File: config.mk
export PLATFORM = sky130hd
export DESIGN_NAME = adc_sample_conditioner
export DESIGN_NICKNAME = d
export VERILOG_FILES = /design/src/rtl/audio_pkg.sv /design/src/rtl/sample_delay_line.sv /design/src/rtl/adc_sample_conditioner.sv
export SDC_FILE = /design/constraint.sdc
export NUM_CORES = 1
export LEC_CHECK = 0
export BUFFER_PORTS_ARGS = -buffer_cell sky130_fd_sc_hd__buf_2
export CAP_MARGIN = 0
export CORE_MARGIN = 4
export CORE_UTILIZATION = 34
export DETAILED_ROUTE_END_ITERATION = 8
export GPL_ROUTABILITY_DRIVEN = 0
export GPL_TIMING_DRIVEN = 0
export SKIP_LAST_GASP = 1
export SYNTH_ARGS = -nofsm -noshare
export SYNTH_HDL_FRONTEND = slang
export SYNTH_HIERARCHICAL = 1
export SYNTH_SLANG_ARGS = --single-unit
File: constraint.sdc
create_clock -name clk -period 4.5 [get_ports clk]
set_input_delay 0.9 -clock clk [delete_from_list [all_inputs] [get_ports clk]]
set_output_delay 0.9 -clock clk [all_outputs]
set_load 0.03 [all_outputs]
File: src/rtl/audio_pkg.sv
// ---------------------------------------------------------------------------
// audio_pkg
// Shared types and constants for the ADC sample conditioning path.
//   cond_state_e : handshake FSM states of adc_sample_conditioner
//   adc_code_t   : raw 12-bit offset-binary ADC code
//   sample_t     : 16-bit signed full-scale audio sample
//   ADC_MIDSCALE : offset-binary code that represents 0 V
//   sat_inc8     : 8-bit increment that sticks at 8'hFF
// ---------------------------------------------------------------------------
package audio_pkg;

   typedef enum logic [1:0] {
      S_IDLE = 2'd0,
      S_CALC = 2'd1,
      S_OUT  = 2'd2
   } cond_state_e;

   typedef logic        [11:0] adc_code_t;
   typedef logic signed [15:0] sample_t;

   localparam logic [11:0] ADC_MIDSCALE = 12'd2048;

   function automatic logic [7:0] sat_inc8(input logic [7:0] v);
      return (v == 8'hFF) ? 8'hFF : (v + 8'd1);
   endfunction

endpackage

File: src/rtl/sample_delay_line.sv
// ---------------------------------------------------------------------------
// sample_delay_line
// Register ring holding the last DEPTH samples of the moving-average window.
// The entry under the write pointer is the oldest one; it is presented
// combinationally so the caller can subtract it in the same cycle that the
// new sample overwrites it.
// Ports:
//   clk     : system clock
//   reset   : synchronous active-high reset, clears every entry and the pointer
//   wr_en   : write wr_data at the pointer and advance the pointer
//   wr_data : sample to store (W bits)
//   oldest  : entry that the next write will overwrite (W bits)
// ---------------------------------------------------------------------------
module sample_delay_line #(
   parameter int DEPTH = 8,
   parameter int W     = 12
) (
   input  logic         clk,
   input  logic         reset,
   input  logic         wr_en,
   input  logic [W-1:0] wr_data,
   output logic [W-1:0] oldest
);

   localparam int PTR_W = $clog2(DEPTH);

   logic [W-1:0]     mem_r [DEPTH];
   logic [PTR_W-1:0] wr_ptr_r;

   assign oldest = mem_r[wr_ptr_r];

   // Ring storage and write pointer; DEPTH is a power of two so the pointer wraps naturally.
   always_ff @(posedge clk) begin
      if (reset) begin
         for (int i = 0; i < DEPTH; i++) begin
            mem_r[i] <= '0;
         end
         wr_ptr_r <= '0;
      end else if (wr_en) begin
         mem_r[wr_ptr_r] <= wr_data;
         wr_ptr_r        <= wr_ptr_r + PTR_W'(1);
      end
   end

endmodule

File: src/rtl/adc_sample_conditioner.sv
// ---------------------------------------------------------------------------
// adc_sample_conditioner
// Removes the mid-scale bias from raw offset-binary ADC codes, smooths them
// with a 2^AVG_LOG2-tap moving average and hands a full-scale signed sample
// to the effect chain over a valid/ready handshake. One sample is in flight
// at a time (IDLE -> CALC -> OUT). Refused input cycles are counted.
// Optional feature macro: ADC_COND_PEAK_METER_EN builds a decaying peak-hold
// meter on peak_level; without it peak_level is tied to zero.
// Ports:
//   clk        : system clock
//   reset      : synchronous active-high reset
//   in_valid   : in_data holds a new ADC code
//   in_data    : ADC code, offset binary (DATA_W bits)
//   in_ready   : high while idle, input is taken this cycle
//   out_valid  : out_data holds a conditioned sample
//   out_data   : signed conditioned sample (OUT_W bits)
//   out_ready  : consumer accepts out_data
//   drop_cnt   : saturating count of cycles with in_valid && !in_ready
//   peak_level : |sample| peak hold, MSB aligned
// ---------------------------------------------------------------------------
module adc_sample_conditioner
   import audio_pkg::*;
#(
   parameter int DATA_W          = 12,
   parameter int AVG_LOG2        = 3,
   parameter int OUT_W           = 16,
   parameter int PEAK_DECAY_LOG2 = 20
) (
   input  logic                    clk,
   input  logic                    reset,
   input  logic                    in_valid,
   input  logic [DATA_W-1:0]       in_data,
   output logic                    in_ready,
   output logic                    out_valid,
   output logic signed [OUT_W-1:0] out_data,
   input  logic                    out_ready,
   output logic [7:0]              drop_cnt,
   output logic [7:0]              peak_level
);

   localparam int SUM_W = DATA_W + AVG_LOG2;
   localparam logic [DATA_W-1:0] MIDSCALE_C = {1'b1, {(DATA_W-1){1'b0}}};

   if (OUT_W < DATA_W) begin : g_cfg_out_w
      $error("adc_sample_conditioner: OUT_W must be >= DATA_W");
   end
   if (PEAK_DECAY_LOG2 < 1) begin : g_cfg_decay
      $error("adc_sample_conditioner: PEAK_DECAY_LOG2 must be >= 1");
   end

   cond_state_e              state_r, state_nxt_s;
   logic signed [DATA_W-1:0] sample_r;
   logic signed [SUM_W-1:0]  sum_r, sum_nxt_s, avg_s;
   logic signed [OUT_W-1:0]  out_data_r, out_nxt_s;
   logic [DATA_W-1:0]        oldest_s;
   logic [7:0]               drop_cnt_r;
   logic                     in_ready_s, out_valid_s, out_xfer_s, calc_s;

   // Handshake flags come straight from the state register, so they are glitch free.
   assign in_ready_s  = (state_r == S_IDLE);
   assign out_valid_s = (state_r == S_OUT);
   assign calc_s      = (state_r == S_CALC);
   assign out_xfer_s  = out_valid_s && out_ready;

   assign in_ready  = in_ready_s;
   assign out_valid = out_valid_s;
   assign out_data  = out_data_r;
   assign drop_cnt  = drop_cnt_r;

   sample_delay_line #(
      .DEPTH (2 ** AVG_LOG2),
      .W     (DATA_W)
   ) u_delay (
      .clk     (clk),
      .reset   (reset),
      .wr_en   (calc_s),
      .wr_data (sample_r),
      .oldest  (oldest_s)
   );

   // Running sum update and scaling to full-scale output; the sum can never overflow SUM_W.
   always_comb begin
      sum_nxt_s = sum_r + SUM_W'(sample_r) - SUM_W'($signed(oldest_s));
      avg_s     = sum_nxt_s >>> AVG_LOG2;
      out_nxt_s = OUT_W'(avg_s) <<< (OUT_W - DATA_W);
   end

   // FSM next-state logic: one sample in flight, input refused outside S_IDLE.
   always_comb begin
      state_nxt_s = state_r;
      case (state_r)
         S_IDLE: begin
            if (in_valid) state_nxt_s = S_CALC;
            else          state_nxt_s = S_IDLE;
         end
         S_CALC: state_nxt_s = S_OUT;
         S_OUT: begin
            if (out_ready) state_nxt_s = S_IDLE;
            else           state_nxt_s = S_OUT;
         end
         default: state_nxt_s = S_IDLE;
      endcase
   end

   // State register, bias removal on accept and averaged sample capture in S_CALC.
   always_ff @(posedge clk) begin
      if (reset) begin
         state_r    <= S_IDLE;
         sample_r   <= '0;
         sum_r      <= '0;
         out_data_r <= '0;
      end else begin
         state_r <= state_nxt_s;
         if (in_ready_s && in_valid) begin
            sample_r <= $signed(in_data - MIDSCALE_C);
         end
         if (calc_s) begin
            sum_r      <= sum_nxt_s;
            out_data_r <= out_nxt_s;
         end
      end
   end

   // Drop counter: every cycle an offered sample is refused, including output stalls.
   always_ff @(posedge clk) begin
      if (reset) begin
         drop_cnt_r <= 8'd0;
      end else if (in_valid && !in_ready_s) begin
         drop_cnt_r <= sat_inc8(drop_cnt_r);
      end
   end

`ifdef ADC_COND_PEAK_METER_EN
   logic [PEAK_DECAY_LOG2-1:0] decay_cnt_r;
   logic [7:0]                 peak_r, mag8_s;
   logic [OUT_W-1:0]           mag_s;

   // Magnitude of the sample being handed over; the most negative code saturates to full scale.
   always_comb begin
      if (out_data_r == {1'b1, {(OUT_W-1){1'b0}}}) begin
         mag_s = {1'b0, {(OUT_W-1){1'b1}}};
      end else if (out_data_r[OUT_W-1]) begin
         mag_s = ~out_data_r + OUT_W'(1);
      end else begin
         mag_s = out_data_r;
      end
      mag8_s = mag_s[OUT_W-2 -: 8];
   end

   // Peak hold with slow linear decay; a new peak on the same cycle beats the decay step.
   always_ff @(posedge clk) begin
      if (reset) begin
         decay_cnt_r <= '0;
         peak_r      <= 8'd0;
      end else begin
         decay_cnt_r <= decay_cnt_r + PEAK_DECAY_LOG2'(1);
         if (out_xfer_s) begin
            if (mag8_s > peak_r) peak_r <= mag8_s;
         end else if ((decay_cnt_r == '1) && (peak_r != 8'd0)) begin
            peak_r <= peak_r - 8'd1;
         end
      end
   end

   assign peak_level = peak_r;
`else
   assign peak_level = 8'd0;
`endif

endmodule

==> metrics.md <==
| Metric | Value |
|---|---|
| Num CTS Buffers | 17 |
| # diodes | 0 |
| Slew Viols, Final | 0 |
| Worst Path Class, Setup | flop to flop |
| Max-Cap Viols | 0 |
| DRT iter0 DRCs | roughly 280 |
| Core box area | 21,200 µm² |
| Starting Density | 34.7% |
| Clock buffer depth | 2 |
| Final setup fails | 0 |
| Type of origin of the critical path | flop |
| Overall routing resource usage | 15.4% |
| Synth top area share | 39.3% |
| WL final | 17.9 mm |
| Ys async rst share | 0% |
| Final hold vios | 0 |
| Largest net degree at the start of global routing | 17 |
| Worst Hold Class | flop to flop |
| Most numerous cell in the Yosys netlist | nor3_1 |
| CTS Hold Buffers Added | 0 |
| CP Max Fanout | 10 |
| Minimum clock period | 4.15 ns |
| Max VDD drop | roughly 0.24 mV |
| Netlist Area Pre-Place | 7340 µm² |
| Area contributors post-synth | edfxtp_1, dfxtp_1, mux4_1 |
| Worst-Margin Slew | roughly 1.4 ns |
| DRC violations left | 0 |
| Initial antenna violation count | 0 |
| R2r setup slk | 0.35 ns |
| Post-CTS Resized | 0 |
| Area leader, netlist | edfxtp_1 |
| Detail Route Antenna Nets | 0 |
| Fin Setup TNS | 0 ns |
| Vias/cell | 5.02 |
| Die X | 155 µm |
| Hpwl dp | 12.5 mm |
| Critical path endpoint category | flop |
| Skew final | 0.00879 ns |
| Syn avg cell area | 11.3 µm² |
| Post-synth cell types | 54 |
| RSZ-0062 raised after global routing | false |
| Io pins | 50 |
| Clock net sink count | 139 |
| Fin util | 40.3% |
| WP data required | between 4 and 5 ns |
| Via count | 5,053 |
| Final nets | 767 |
| Leak | 3.22 nW |
| Die height | between 150 and 200 µm |
| Reg clk slew, reported paths | 0.06 ns |
| Post-synth top cells | nor3_1, edfxtp_1, inv_1 |
| I/O Buffers | 37 |
| Area grow syn2layout | 16.3% |
| EDFF count, synth | 96 |
| Post-Syn Instances | 651 |
| Period utilization | 92.3% |
| Die area | 24,000 µm² |
| Synth Flop Type | edfxtp_1 |
| Max-slew headroom | a little under 9% |
| Synth Warn # | 6 |
| Grt ovf | 0 |
| Worst-skew pair later-pin latency | 0.43 ns |
| Post-synthesis sequential area ratio | 51.0% |
| CP arrival | 4.44 ns |
| CTS H-tree depth | 4 |
| FMAX | 0.241 GHz |
| Iteration count of the initial detailed-routing pass | 5 |
| Row count | 53 |
| First-pass GRT wire length | 28.4 mm |
| Vias in the first global route | between 5,000 and 6,000 |
| Clock tree from TritonCTS | done |
| Average wire per standard cell | approximately 18 µm |
| Layout cells sized above 1 | 17.1% |
| Status | finished, final reports clean |
| Post-CTS setup buffer count | 0 |
| Clk root buf | clkbuf_16 |
| Pwr dens | 437 nW/µm² |
| Synth Register Bits | 139 |
==> power by group <==
group          switching, mW  total [mW]  leakage (nW)  internal, mW
Combinational          0.490       0.810          1.58         0.320
Sequential            0.0351        1.46          1.34          1.43
Clock                  0.537        1.45         0.300         0.916
==> per-layer routing <==
metal	global-route usage [%]	routed length, µm	vias to the layer above
li1	-	-	2450
met1	20.4	8050	2457
met2	25.2	8680	125
met3	3.67	874	21
met4	4.92	272	0
met5	0	0	-
==> registers in the layout, indices dropped and copies added, names as in the netlist, named ones only <==
signal	flops
u_delay/mem_r	96
sum_r	15
sample_r	12
drop_cnt	8
u_delay/wr_ptr_r	3
state_r	2
==> worst max-delay path, stage by stage (launching register included) <==
cell       delay, ns
dfxtp_1         0.30
clkbuf_1        0.29
buf_2           0.35
mux4_1          0.36
mux2_2          0.31
fa_1            0.50
fa_1            0.46
nand2b_1        0.19
a21o_1          0.22
a2111oi_2       0.40
nor3_1          0.11
a2111oi_1       0.41
nand3_1         0.10
==> cells by family (layout without fill, tap and decap cells) <==
| group | count (synthesis) | count (layout) | share of synthesized area [%] |
|---|---|---|---|
| compound gates | 84 | 84 | 7.42 |
| xor+xnor | 12 | 12 | 1.43 |
| fa+ha+maj | 32 | 32 | 6.89 |
| buf+inv | 138 | 208 | 8.77 |
| flops | 139 | 139 | 51.0 |
| mux | 39 | 39 | 10.7 |
| other cells | 1 | 12 | 0.0511 |
| simple gates | 206 | 206 | 13.7 |
==> stage by stage <==
stage	setup WS, ns	hold WS (ns)	power (mW)	area [µm²]	instances
after floorplan	0.807	0.432	2.11	7380	662
after global placement	0.422	0.443	2.29	7910	974
after detailed placement	0.381	0.448	2.30	7910	974
after CTS	0.324	0.455	3.75	8520	1006
after global routing	0.0712	0.482	3.91	8530	1007
final	0.346	0.455	3.73	8530	1007
==> placed cells by master, fill, tap and decap left out, drive strengths merged, types with 5 or more instances in the layout <==
master,count
o21bai,9
mux4,24
dfxtp,43
nand2,46
a21o,5
xnor2,10
nand3,8
ha,18
clkbuf,50
o21ai,7
conb,12
nor2,18
nand4,5
nor3,102
inv,62
a21oi,40
buf,75
clkinv,17
fa,14
edfxtp,96
mux2,12
nand2b,7
==> final timing paths <==
kind / from / to / cells past startpoint
max: flop / sum_r[14]$_SDFFE_PP0P_ / 12
min reg2reg: sum_r[2]$_SDFFE_PP0P_ / sum_r[2]$_SDFFE_PP0P_ / 2
max reg2reg: flop / sum_r[14]$_SDFFE_PP0P_ / 12
min: sum_r[2]$_SDFFE_PP0P_ / sum_r[2]$_SDFFE_PP0P_ / 2
==> layout make-up <==
class,count,area (µm²)
flip-flops and latches,139,3740
plain buffers,65,369
multi-input cells,385,2990
well taps,275,344
clock inverters,10,139
clock buffers,22,474
repair buffers,38,196
fillers,2019,12600
inverters,73,274
Note: power is estimated with default switching activity, not from simulation.
